--- src/rtl/mem_port_arbiter.sv ---
`timescale 1ns/1ps
// mem_port_arbiter
//
// Shares one 16-bit memory port between instruction fetch (if_*) and load/store
// (ls_*). Each access is latched in an IDLE arbitration cycle and then holds the
// port for WAIT_CYCLES+1 ACCESS cycles. The final ACCESS cycle raises the
// owner's one-cycle ack and, for stores, the single memory write strobe.
// Load/store wins arbitration, but only MAX_DATA_RUN times in a row while a
// fetch is waiting.
//
// Ports:
//   clk, rst             clock, synchronous active-high reset
//   if_req, if_addr      fetch request and address
//   if_ack, if_data      fetch completion pulse and read data
//   ls_req, ls_we,       load/store request, store select, address, store data
//   ls_addr, ls_wdata
//   ls_ack, ls_rdata     load/store completion pulse and load data
//   mem_re, mem_we       memory read enable / write strobe
//   mem_addr, mem_wdata  registered memory address / write data
//   mem_data             combinational memory read data
module mem_port_arbiter #(
    parameter int unsigned WAIT_CYCLES  = 1,
    parameter int unsigned MAX_DATA_RUN = 4
) (
    input  logic        clk,
    input  logic        rst,
    input  logic        if_req,
    input  logic [15:0] if_addr,
    output logic        if_ack,
    output logic [15:0] if_data,
    input  logic        ls_req,
    input  logic        ls_we,
    input  logic [15:0] ls_addr,
    input  logic [15:0] ls_wdata,
    output logic        ls_ack,
    output logic [15:0] ls_rdata,
    output logic        mem_re,
    output logic        mem_we,
    output logic [15:0] mem_addr,
    output logic [15:0] mem_wdata,
    input  logic [15:0] mem_data
);

    localparam logic [2:0] WaitInit = 3'(WAIT_CYCLES);
    localparam logic [3:0] RunMax   = 4'(MAX_DATA_RUN);

    typedef enum logic [0:0] {
        StIdle,
        StAccess
    } state_e;

    state_e      state_q;
    logic [2:0]  wcnt_q;
    logic [3:0]  run_cnt_q;
    logic [15:0] addr_q;
    logic [15:0] wdata_q;
    logic        we_q;
    logic        owner_ls_q;

    logic ls_win;
    logic last_cycle;

    // Load/store wins unless a fetch is waiting and the run limit is reached.
    assign ls_win     = ls_req && (!if_req || (run_cnt_q < RunMax));
    assign last_cycle = (state_q == StAccess) && (wcnt_q == 3'd0);

    always_ff @(posedge clk) begin
        if (rst) begin
            state_q    <= StIdle;
            wcnt_q     <= 3'd0;
            run_cnt_q  <= 4'd0;
            addr_q     <= 16'h0000;
            wdata_q    <= 16'h0000;
            we_q       <= 1'b0;
            owner_ls_q <= 1'b0;
        end else begin
            case (state_q)
                StIdle: begin
                    if (ls_win) begin
                        owner_ls_q <= 1'b1;
                        addr_q     <= ls_addr;
                        we_q       <= ls_we;
                        wdata_q    <= ls_wdata;
                        wcnt_q     <= WaitInit;
                        state_q    <= StAccess;
                    end else if (if_req) begin
                        owner_ls_q <= 1'b0;
                        addr_q     <= if_addr;
                        we_q       <= 1'b0;
                        wcnt_q     <= WaitInit;
                        state_q    <= StAccess;
                    end
                    // The run only counts load/store grants made while a fetch
                    // is waiting; with no fetch pending it stays cleared.
                    if (!if_req) begin
                        run_cnt_q <= 4'd0;
                    end else if (ls_win) begin
                        if (run_cnt_q < RunMax) begin
                            run_cnt_q <= run_cnt_q + 4'd1;
                        end
                    end else begin
                        run_cnt_q <= 4'd0;
                    end
                end
                StAccess: begin
                    if (wcnt_q != 3'd0) begin
                        wcnt_q <= wcnt_q - 3'd1;
                    end else begin
                        state_q <= StIdle;
                    end
                end
                default: state_q <= StIdle;
            endcase
        end
    end

    // Strobes are gated by rst so an access interrupted by reset never acks
    // or writes.
    always_comb begin
        mem_re = 1'b0;
        mem_we = 1'b0;
        if_ack = 1'b0;
        ls_ack = 1'b0;
        if (!rst && (state_q == StAccess)) begin
            mem_re = !we_q;
            mem_we = we_q && last_cycle;
            if_ack = last_cycle && !owner_ls_q;
            ls_ack = last_cycle && owner_ls_q;
        end
    end

    assign mem_addr  = addr_q;
    assign mem_wdata = wdata_q;
    assign if_data   = mem_data;
    assign ls_rdata  = mem_data;

endmodule

--- config.mk ---
export PLATFORM = sky130hd
export DESIGN_NAME = mem_port_arbiter
export DESIGN_NICKNAME = d
export VERILOG_FILES = /design/src/rtl/mem_port_arbiter.sv
export SDC_FILE = /design/constraint.sdc
export NUM_CORES = 1
export LEC_CHECK = 0
export CAP_MARGIN = 20
export CORE_ASPECT_RATIO = 0.75
export CORE_UTILIZATION = 25
export CTS_CLUSTER_DIAMETER = 100
export DETAILED_ROUTE_END_ITERATION = 10
export PLACE_DENSITY = 0.68
export RECOVER_POWER = 100
export SYNTH_ARGS = -nofsm -noshare
export SYNTH_HDL_FRONTEND = slang
export SYNTH_SLANG_ARGS = --single-unit
export TNS_END_PERCENT = 20
--- constraint.sdc ---
create_clock -name clk -period 1.4 [get_ports clk]
set_input_delay 0.28 -clock clk [delete_from_list [all_inputs] [get_ports clk]]
set_output_delay 0.28 -clock clk [all_outputs]
set_load 0.02 [all_outputs]
==> reports/results.txt <==
Fmax - 636 MHz
Max-Cap Viols - 0
Vias in the first global route - 1998
CTS tree - yes
Crit path capture type - primary output
Worst path max stage delay - 340 ps
Pre-antenna DRT Iters - 4
Post-synthesis simple-gate area fraction - 16.6%
Share of cells above drive strength 1 - 15.9%
Worst reg-to-reg path cell count - 4
Cells after Synth - 253
Worst IR Drop VDD - 0.000386 V
Register area - 843 µm²
First-pass GRT wire length - 9.43 mm
# Post-CTS Setup Buffers - 0
Fin nets - 392
Fill count - 829
Max clock buf depth - 2
Pwr Density - 980 mW/mm²
WHS Path Cells - 2
Clock sink count - 42
Ys Warns - 0
DPL Wire Length - 4.30 mm
Crit-path cells - inv_2 > ha_4 > ha_4 > and3_4 > buf_6
Post-layout power - 3100 µW
RR Endpoint - mem_addr[12]
Total track usage - 13.7%
# setup viols final - 5
Crit path from - wcnt_q[1]
Fin crit period - 1570 ps
Initial antenna violation count - 0
End-of-flow core utilization - 39.4%
Max-slew violations - 0
Sequential share of power - 43.1%
Slowest CP cell - dfxtp_2
Top Layer Used - met4
CP most frequent cell - ha_4
Combinational share of power - 25.8%
Finished Layout Cells - 426
Die Wd - 108 µm
GPL Wtd Cong - 0.775
Routed wire length - 5.95 mm
Sequential area share after synthesis - 39.9%
Mux share of post-synthesis cell area - 0%
Clock slew at reported path FFs - 90 ps
Die height - 81.5 µm
Setup Crit Path Kind - reg2out
Status - finished with violations
Final period util - 112%
Count of buffers from port buffering - 88
I/O pins - 137
Sw frac - 27.9%
Clk Latency, worst-skew pair - 290 ps
Final Skew - 7.11 ps
H-tree depth - 2
Clk network pwr share - 31.0%
Combinational family with the most area after synthesis - compound AO/OA/AOI/OAI gates
Commonest cells after routing, fill and taps aside - clkdlybuf4s50_1, dfxtp_1, dlygate4sd2_1, nand3_1, o21ai_0
Critical R2R Launch - run_cnt_q[2]
Post-synthesis adder-cell area fraction - 1.78%
Switching power - 865 µW
DP Cell Count - 418
Initial drt markers - 75
Core area - 0.00802 mm²
Post-synthesis compound-gate area fraction - 23.7%
Final hold violation count - 0
Synth Area in XOR/XNOR - 0%
Tightest Pin Transition - 478 ps
Post-Syn Area - 0.00211 mm²
Critical Path End - mem_we
Area delta synth->final - 49.9%
Failing checks - negative setup slack
Routed vias/inst - 4.80
#FFs+latches synth - 42
Post-Route M1 WL - 2.83 mm
Row count - 28
Grt ovf - 0
Post-synthesis average cell area - 8.33 µm²
ANT cells - 0
DR WL/cell - 14.0 µm
CTS root buf - clkbuf_8
Remaining antenna violation count - 0
Syn_nets - 325
Setup WS post-layout - -173 ps
Startpoint types - register
Critical path fanouts, max - 4
Leakage - 0.00131 µW
Initial Utilization - 26.3%
Die Area - 0.00881 mm²
Largest net degree at the start of global routing - 42
Commonest non-fill, non-tap cell in the layout - clkdlybuf4s50_1
Num CTS Buffers - 5
Critical Path AT - 1290 ps
Unrepaired setup endpoints after global routing - yes
Worst hold path type - reg2reg
Slew Limit Headroom - 68.1%
Post-route DRC - 0
Met2 wire length - 2.75 mm
Area of the multi-input gates - 940 µm²
Crit path required time - 1120 ps
DR WL met3 - 336 µm
Yosys cell types - 31
R2R Setup Slk - -10 ps
Via count - 2044
Internal power - 2230 µW
[critical path: cells and delay by family (launching register included)]
family / cells / cell delay (ps)
flops: 1 / 340
buf+inv: 2 / 160
simple gates: 1 / 170
fa+ha+maj: 2 / 320
[flip-flops by register name, summed over array words and instances, names as in the netlist]
| name | flops |
|---|---|
| wcnt_q | 3 |
| owner_ls_q | 1 |
| run_cnt_q | 4 |
| state_q | 1 |
| mem_addr | 16 |
| mem_wdata | 16 |
| we_q | 1 |
[power groups by stage]
| stage | Clock [µW] | Sequential, µW | Combinational, µW |
|---|---|---|---|
| global route | 1050 | 1350 | 863 |
| global placement | 0 | 1360 | 804 |
| finish | 961 | 1340 | 799 |
| CTS | 999 | 1340 | 799 |
| floorplan | 0 | 1460 | 404 |
| detailed placement | 0 | 1360 | 819 |
[cells by family (layout without fill, tap and decap cells)]
logic type      after synthesis  count (layout)
fa+ha+maj                     3               3
flops                        42              42
simple gates                 71              71
compound gates               79              79
buf+inv                      58             126
[synth_stat cells]
master	instances	share of area, %
a21oi_1	19	4.5
a22oi_1	1	0.36
a311oi_1	15	6.2
a31oi_1	3	0.89
a32oi_1	2	0.83
and2_1	1	0.30
and3_1	2	0.59
buf_2	7	1.7
buf_4	35	12
buf_6	3	1.6
clkbuf_1	7	1.2
clkbuf_2	1	0.24
dfxtp_1	42	40
ha_1	3	1.8
inv_1	5	0.89
nand2_1	3	0.53
nand2b_1	2	0.59
nand3_1	32	7.6
nand4_1	2	0.59
nor2_1	21	3.7
nor2b_1	4	1.2
nor3_1	1	0.24
nor3b_1	2	0.71
nor4bb_1	1	0.47
o211a_1	1	0.47
o21a_4	1	0.71
o21ai_0	31	7.4
o21ai_1	3	0.71
o21ai_4	1	0.77
o21ba_2	1	0.47
o21bai_1	1	0.36
[stage by stage]
| step | hold slack [ps] | area, µm² | TNS (ps) | worst slack [ps] |
|---|---|---|---|---|
| finish | 473 | 3160 | -565 | -173 |
| global route | 485 | 3160 | -1770 | -210 |
| CTS | 476 | 3150 | -582 | -188 |
| detailed placement | 465 | 3030 | -13420 | -609 |
| global placement | 446 | 3030 | -12700 | -617 |
| floorplan | 428 | 2110 | 0 | 20.0 |
[metal layers]
layer  GRT usage (%)  up-vias
met4            2.88        0
met1            17.1      973
li1                -     1008
met3            4.05        7
met2            23.4       56
met5               0        -
[worst min-delay path by stage]
stage,start,endpoint,slack (ps)
3_3_place_gp,run_cnt_q[1],run_cnt_q[1],450
5_1_grt,run_cnt_q[1],run_cnt_q[1],490
3_5_place_dp,run_cnt_q[1],run_cnt_q[1],460
4_1_cts,run_cnt_q[1],run_cnt_q[1],480
6_report,run_cnt_q[1],run_cnt_q[1],470
2_1_floorplan,ls_wdata[0],mem_wdata[0],430
[cell type report]
| class | instances | share of cell area (%) |
|---|---|---|
| Multi-Input combinational cell | 153 | 29.7 |
| Tap cell | 105 | 4.16 |
| Clock buffer | 5 | 2.18 |
| Sequential cell | 42 | 26.7 |
| Inverter | 5 | 0.594 |
| Clock inverter | 3 | 1.27 |
| Timing Repair Buffer | 113 | 35.4 |
[timing repair]
action / 4_1_cts / 5_1_grt
endpoints found under the hold margin: 0 / 0
gates resized for setup: 70 / 5
pin swaps: 2 / 3
hold buffers: 0 / 0
endpoints found under the setup margin: 54 / 14
No activity file was read; power rests on OpenSTA's default activity.
